## src/rtl/uart_tx_arbiter.sv

```systemverilog
// uart_tx_arbiter: shares one UART transmitter among NUM_REQ byte-stream requesters.
// Round-robin arbitration at packet granularity. A grant is held until the owner sends
// a byte flagged last, reaches MAX_BURST bytes, or leaves req_valid low for TIMEOUT_CYC
// consecutive cycles.
//
// Ports:
//   clk, rst_n   system clock, asynchronous active-low reset
//   req_valid    per-requester byte valid
//   req_data     packed bytes, requester i at [i*DATA_W +: DATA_W]
//   req_last     final byte of packet, qualified by req_valid
//   req_ready    per-requester accept (only the owner may see it high)
//   tx_data      byte to the UART transmitter
//   tx_valid     byte valid to the UART transmitter
//   tx_ready     accept from the UART transmitter
//   grant_id     current owner, meaningful while busy is high
//   busy         grant held
//   timeout_err  one-cycle pulse following a timeout release
module uart_tx_arbiter #(
  parameter int unsigned NUM_REQ     = 4,
  parameter int unsigned DATA_W      = 8,
  parameter int unsigned MAX_BURST   = 16,
  parameter int unsigned TIMEOUT_CYC = 1024,
  localparam int unsigned GrantW     = $clog2(NUM_REQ)
) (
  input  logic                      clk,
  input  logic                      rst_n,
  input  logic [NUM_REQ-1:0]        req_valid,
  input  logic [NUM_REQ*DATA_W-1:0] req_data,
  input  logic [NUM_REQ-1:0]        req_last,
  output logic [NUM_REQ-1:0]        req_ready,
  output logic [DATA_W-1:0]         tx_data,
  output logic                      tx_valid,
  input  logic                      tx_ready,
  output logic [GrantW-1:0]         grant_id,
  output logic                      busy,
  output logic                      timeout_err
);

  localparam int unsigned BurstW = $clog2(MAX_BURST + 1);
  localparam int unsigned IdleW  = $clog2(TIMEOUT_CYC + 1);
  localparam int unsigned CandW  = GrantW + 1;

  localparam logic [GrantW-1:0] LastIdx  = GrantW'(NUM_REQ - 1);
  localparam logic [BurstW-1:0] BurstLim = BurstW'(MAX_BURST - 1);
  localparam logic [IdleW-1:0]  IdleLim  = IdleW'(TIMEOUT_CYC - 1);
  localparam logic [IdleW-1:0]  IdleMax  = IdleW'(TIMEOUT_CYC);
  localparam logic [CandW-1:0]  NumReqC  = CandW'(NUM_REQ);

  typedef enum logic [0:0] {
    StIdle,
    StLock
  } state_e;

  state_e              state_q;
  logic [GrantW-1:0]   ptr_q;
  logic [GrantW-1:0]   grant_q;
  logic [BurstW-1:0]   burst_cnt_q;
  logic [IdleW-1:0]    idle_cnt_q;
  logic                busy_q;
  logic                timeout_err_q;

  logic [DATA_W-1:0]   req_bytes [NUM_REQ];
  logic                lock;
  logic                cur_valid;
  logic                cur_last;
  logic [DATA_W-1:0]   cur_data;
  logic                xfer;
  logic                rel_last;
  logic                rel_burst;
  logic                rel_timeout;
  logic [GrantW-1:0]   next_ptr;
  logic                win_found;
  logic [GrantW-1:0]   win_idx;

  for (genvar i = 0; i < NUM_REQ; i++) begin : g_bytes
    assign req_bytes[i] = req_data[i*DATA_W +: DATA_W];
  end

  assign lock      = (state_q == StLock);
  assign cur_valid = req_valid[grant_q];
  assign cur_last  = req_last[grant_q];
  assign cur_data  = req_bytes[grant_q];

  // Owner's handshake is forwarded combinationally; nothing moves while idle.
  assign tx_valid = lock & cur_valid;
  assign tx_data  = lock ? cur_data : '0;

  always_comb begin
    req_ready = '0;
    if (lock) begin
      req_ready[grant_q] = tx_ready;
    end
  end

  assign xfer        = tx_valid & tx_ready;
  assign rel_last    = xfer & cur_last;
  assign rel_burst   = xfer & (burst_cnt_q == BurstLim);
  // A transfer clears the idle count, so this can never coincide with xfer.
  assign rel_timeout = lock & ~cur_valid & (idle_cnt_q == IdleLim);

  // The releasing requester drops to lowest priority.
  assign next_ptr = (grant_q == LastIdx) ? '0 : grant_q + 1'b1;

  // First valid requester at or above ptr, wrapping modulo NUM_REQ.
  always_comb begin
    logic [CandW-1:0] cand;
    cand      = '0;
    win_found = 1'b0;
    win_idx   = '0;
    for (int unsigned off = 0; off < NUM_REQ; off++) begin
      cand = {1'b0, ptr_q} + CandW'(off);
      if (cand >= NumReqC) begin
        cand = cand - NumReqC;
      end
      if (!win_found && req_valid[cand[GrantW-1:0]]) begin
        win_found = 1'b1;
        win_idx   = cand[GrantW-1:0];
      end
    end
  end

  always_ff @(posedge clk or negedge rst_n) begin
    if (!rst_n) begin
      state_q       <= StIdle;
      ptr_q         <= '0;
      grant_q       <= '0;
      burst_cnt_q   <= '0;
      idle_cnt_q    <= '0;
      busy_q        <= 1'b0;
      timeout_err_q <= 1'b0;
    end else begin
      timeout_err_q <= 1'b0;
      case (state_q)
        StIdle: begin
          if (win_found) begin
            grant_q     <= win_idx;
            busy_q      <= 1'b1;
            burst_cnt_q <= '0;
            idle_cnt_q  <= '0;
            state_q     <= StLock;
          end
        end
        StLock: begin
          if (rel_last || rel_burst || rel_timeout) begin
            state_q       <= StIdle;
            busy_q        <= 1'b0;
            ptr_q         <= next_ptr;
            timeout_err_q <= rel_timeout;
          end
          if (xfer) begin
            burst_cnt_q <= burst_cnt_q + 1'b1;
            idle_cnt_q  <= '0;
          end else if (cur_valid) begin
            // Owner is waiting on the UART, not stalling: restart the idle run.
            idle_cnt_q <= '0;
          end else if (idle_cnt_q != IdleMax) begin
            idle_cnt_q <= idle_cnt_q + 1'b1;
          end
        end
        default: begin
          state_q <= StIdle;
        end
      endcase
    end
  end

  assign grant_id    = grant_q;
  assign busy        = busy_q;
  assign timeout_err = timeout_err_q;

endmodule
```

## config.mk

```make
export PLATFORM = sky130hd
export DESIGN_NAME = uart_tx_arbiter
export DESIGN_NICKNAME = d
export VERILOG_FILES = /design/src/rtl/uart_tx_arbiter.sv
export SDC_FILE = /design/constraint.sdc
export NUM_CORES = 1
export LEC_CHECK = 0
export CAP_MARGIN = 20
export CORE_MARGIN = 2
export CORE_UTILIZATION = 44
export DETAILED_ROUTE_END_ITERATION = 6
export HOLD_SLACK_MARGIN = 0.12
export PLACE_DENSITY = 0.8
export SYNTH_ARGS = -nofsm -noshare
export SYNTH_HDL_FRONTEND = slang
export SYNTH_SLANG_ARGS = --single-unit
```

## constraint.sdc

```tcl
create_clock -name clk -period 2.8 [get_ports clk]
set_input_delay 0.56 -clock clk [delete_from_list [all_inputs] [get_ports clk]]
set_output_delay 0.56 -clock clk [all_outputs]
set_load 0.01 [all_outputs]
```

======== Word-level counts from Yosys, hierarchy flattened ========
Cells that the tools add are included.
cells by class
  add/subtract/negate cells ............... 10
  reduce and logical (&&, ||, !) cells .... 14
  eq/ne operators ......................... 8
  $lt $le $gt $ge ......................... 11
  mux-type cells .......................... 48
  bitwise logic cells ..................... 10
operator list
  kind                     number
  $mux W11                 4
  $mux W8                  3
  $pmux W11 S2             1
  $mux W2                  9
  $mux W1                  17
  $bmux W8 S2              1
  $lt A2 B3 Y1 const B     5
  $bmux W1 S2              6
  $ge A3 B3 Y1 const B     4
  $add A11 B1 Y11 const B  1
  $eq A11 B10 Y1 const B   1
  $ne A11 B11 Y1 const B   1
  $mux W5                  2
  $pmux W5 S2              1
  $reduce_and A2 Y1        5
  $sub A2 B1 Y2 const B    4
  $add A2 B2 Y3 const B    2
  $and A1 B1 Y1            6
  $add A5 B1 Y5 const B    1
  $eq A5 B4 Y1 const B     1
  $and A4 B4 Y4            1
  $logic_and A1 B1 Y1      4
  $mux W4                  1
  $ne A2 B1 Y1 const B     2
  other kinds (13)         18
storage, ports and cells
  input port bits ......................... 43
  bits in registers ....................... 23
  output and inout port bits .............. 17

======== Logic depth before layout (Yosys ltp) ========
  depth in word-level cells ............... 16
  gate-level depth with buffers ........... 6
  mapped depth without buffers ............ 6

======== Worst setup path after synthesis ========
OpenSTA, ideal clock, no wires.
  path type ............................... register -> output
  start point ............................. register grant_q[0] (netlist: grant_id[0])
  end point ............................... output tx_data[0]
  stages on the path, launching flop included .. 4
  arrival ................................. 1,528 ps
  slack ................................... 712 ps
  cell sequence ........................... dfrtp_1 > buf_2 > mux4_2 > and2_1
between the ends
  longest elaborated chain between the ends .. 5
RTL lines
  item                                         line  source
  start: declaration                           56    logic [GrantW-1:0] grant_q;
  start signal: assignment                     136   grant_q <= win_idx;
  $not A2 Y3 (not written as such)             82    assign cur_data = req_bytes[grant_q];
  $bmux W8 S2                                  82
  $mux W8 (not written as such) (2 in series)  82
  $mux W8                                      86    assign tx_data = lock ? cur_data : '0;
  end: declaration                             31    output logic [DATA_W-1:0] tx_data,
Every way passes these cells. The select of a mux whose other input is x is not followed.

======== Worst setup path after layout ========
  start point ............................. input req_valid[3]
  end point ............................... output tx_valid
between the ends
  longest elaborated chain between the ends .. 3
RTL lines
  item                           line  source
  start: declaration             27    input logic [NUM_REQ-1:0] req_valid,
  $bmux W1 S2                    80    assign cur_valid = req_valid[grant_q];
  $mux W1 (not written as such)  80
  $and A1 B1 Y1                  85    assign tx_valid = lock & cur_valid;
  end: declaration               32    output logic tx_valid,
Every way passes these cells. The select of a mux whose other input is x is not followed.

==> results_dict.tcl <==
set metrics [dict create \
    status "finished, final reports clean" \
    antennaDiodeCount 0 \
    core_area_mm2 0.00342 \
    mostFrequentLayoutCells "clkdlybuf4s50_1, dfrtp_1, inv_1" \
    tritoncts "done" \
    place_congestion 0.769 \
    ys_types 39 \
    synth_edf_count 0 \
    rows 21 \
    required_ns 2.24 \
    synth_warnings 0 \
    cts_setup_buffers 0 \
    grt_first_pass_wirelength_mm 7.46 \
    die-area_mm2 0.00416 \
    start_util_pct 47.1 \
    seq_area_frac_synth_pct 35.8 \
    critPathKind "input port to output pin" \
    final-instance-count-excl-fill 273 \
    setup_tns_ns 0 \
    path_clk_slew_ns 0.12 \
    r2r_end "ptr_q[0]$_DFFE_PN0P_" \
    drc 0 \
    busiest_layer "met2" \
    holdBufCountCts 0 \
    final_common_cell "clkdlybuf4s50_1" \
    hold_end "burst_cnt_q[0]$_DFFE_PN0P_" \
    gr-total-overflow 0 \
    cp-start-kind "input port" \
    dp_hpwl_mm 3.54 \
    io_pins 60 \
    cts-htree-levels 1 \
    endpoint_kind "output pin" \
    port_buffers 59 \
    max_freq_ghz 0.363 \
    fin_crit_sh_pct 98.4 \
    slew_headroom_pct 61.2 \
    post_dp_cell_area_mm2 0.00232 \
    die_h_um 64.5 \
    slew_violations 0 \
    finish.instance_area_mm2 0.00234 \
    cp_max_fo 2 \
    netlist_instances 158 \
    wl_per_cell_um 16.2 \
    met2_usage_pct 41.7 \
    wirelength_mm 4.42 \
    r2r_slack_ns 0.56 \
    vias 1578 \
    syn2layout_area_growth_pct 45.6 \
    synth_fp_nets 209 \
    place_inst 269 \
    clockRootBuffer "clkbuf_4" \
    synth_area_per_cell_um2 10.2 \
    cts-resized-gates 0 \
    ys_ff_latch 23 \
    reg2reg_from "grant_id[0]$_DFFE_PN0P_" \
    cts_num_sinks 23 \
    avgViaCountPerCell 5.78 \
    worst_slack_ns 0.0450 \
    die_w_um 64.5 \
    power_density_mw_per_mm2 702 \
    drtIter0Drc 110 \
    grt_max_degree 24 \
    period_needed_ns 2.75 \
    drt-pass1-iter-count 4 \
    rsz0062_at_grt "false" \
    clk_latency_ns 0.31 \
    ys.flop_type "dfrtp_1" \
    grt_use_total_pct 23.1 \
    ys_async_sr_fraction_pct 100 \
    antenna_found_initial 0 \
    holdCritPathClass "flop to flop" \
    critPathArrivalTime_ns 2.19 \
    cts_made_buffers 3 \
    drive_gt1_share_pct 13.2 \
    dp_slack_ns 0.0741 \
    met1_usage_pct 28.0 \
    fin_skew_ns 0.00170 \
    p_total_mw 1.65 \
    holdPathStages 1 \
    final-hold-violation-count 0 \
    met3_usage_pct 4.34 \
    finalSetupViolations 0 \
    cellLeakagePower_nw 0.974 \
    min-delay-start "burst_cnt_q[0]$_DFFE_PN0P_" \
    final_antenna_net_count 0 \
    worstRegToRegCells 6 \
    grt_pass1_vias 1604 \
    nNetsFinal 279 \
    syn-cell-area_mm2 0.00161 \
    ir_drop_mv 0.414 \
    tightestPinTransition_ns 0.582 \
    clockBufferDepth 2 \
    cap_violations 0 \
]
how the worst max path moves through the flow:
stage	cells after the start	startpoint	end	slack (ns)
3_3_place_gp	4	req_valid[3]	tx_valid	0.08
6_report	4	req_valid[3]	tx_valid	0.05
3_5_place_dp	4	req_valid[3]	tx_valid	0.07
5_1_grt	4	req_valid[3]	tx_valid	0.03
2_1_floorplan	3	grant_id[0]$_DFFE_PN0P_	tx_data[0]	0.71
4_1_cts	4	req_valid[3]	tx_valid	0.06
power breakdown:
group	leakage, nW	switching [mW]	total (mW)	internal, mW
clock	0.0177	0.101	0.155	0.0534
combinational	0.656	0.413	0.985	0.572
sequential	0.301	0.0962	0.507	0.411
area by class of cell:
| class | instances | area, um^2 |
|---|---|---|
| fillers | 261 | 1070 |
| multi-input cells | 119 | 972 |
| repair buffers | 69 | 666 |
| flip-flops and latches | 23 | 576 |
| well taps | 46 | 57.6 |
| inverters | 12 | 45.0 |
| clock buffers | 3 | 22.5 |
| clock inverters | 1 | 5.00 |
cells in the mapped netlist, drive strengths merged (3+ instances only):
| cell type | count | area, um^2 |
|---|---|---|
| o21ai | 6 | 30.0 |
| nand2 | 7 | 26.3 |
| nand3 | 6 | 30.0 |
| a21o | 3 | 22.5 |
| nor2 | 10 | 37.5 |
| and2 | 10 | 62.6 |
| or4 | 4 | 30.0 |
| mux4 | 10 | 225 |
| o31ai | 4 | 30.0 |
| inv | 12 | 45.0 |
| and3 | 6 | 37.5 |
| or3 | 4 | 25.0 |
| dfrtp | 23 | 576 |
| nand4 | 4 | 25.0 |
| clkbuf | 3 | 11.3 |
| ha | 8 | 100 |
| a21oi | 8 | 40.0 |
worst max-delay path, cell delays in order:
cell and delay (ns):
clkdlybuf4s50_1 0.44, mux4_2 0.53, and2_1 0.18, clkdlybuf4s50_1 0.49
per-layer routing:
metal	share of wire, %	vias up
li1	-	735
met1	42	782
met2	52	50
met3	4.2	11
met4	1.7	0
met5	0	-
registers in the layout (all words and copies together) (netlist names):
| signal | flops |
|---|---|
| ptr_q | 2 |
| lock | 1 |
| busy | 1 |
| burst_cnt_q | 5 |
| timeout_err | 1 |
| grant_id | 2 |
| idle_cnt_q | 11 |
metrics by stage:
| stage | hold slack, ns | utilization (%) |
|---|---|---|
| after floorplan | 0.264 | - |
| after global placement | 0.487 | 67.8 |
| after detailed placement | 0.497 | 67.8 |
| after CTS | 0.527 | 68.6 |
| after global routing | 0.541 | 68.6 |
| final | 0.520 | 68.6 |
cells by family after synthesis:
family	count (synthesis)	share of synthesized area, %
DFF	23	35.8
and+or+nand+nor	59	20.9
AOI/OAI and AO/OA	35	14.6
muxes	13	16.5
buffers and inverters	16	3.81
adders and majority gates	8	6.22
xor gates and xnor gates	4	2.18
Power figures use the tool's default switching activity.
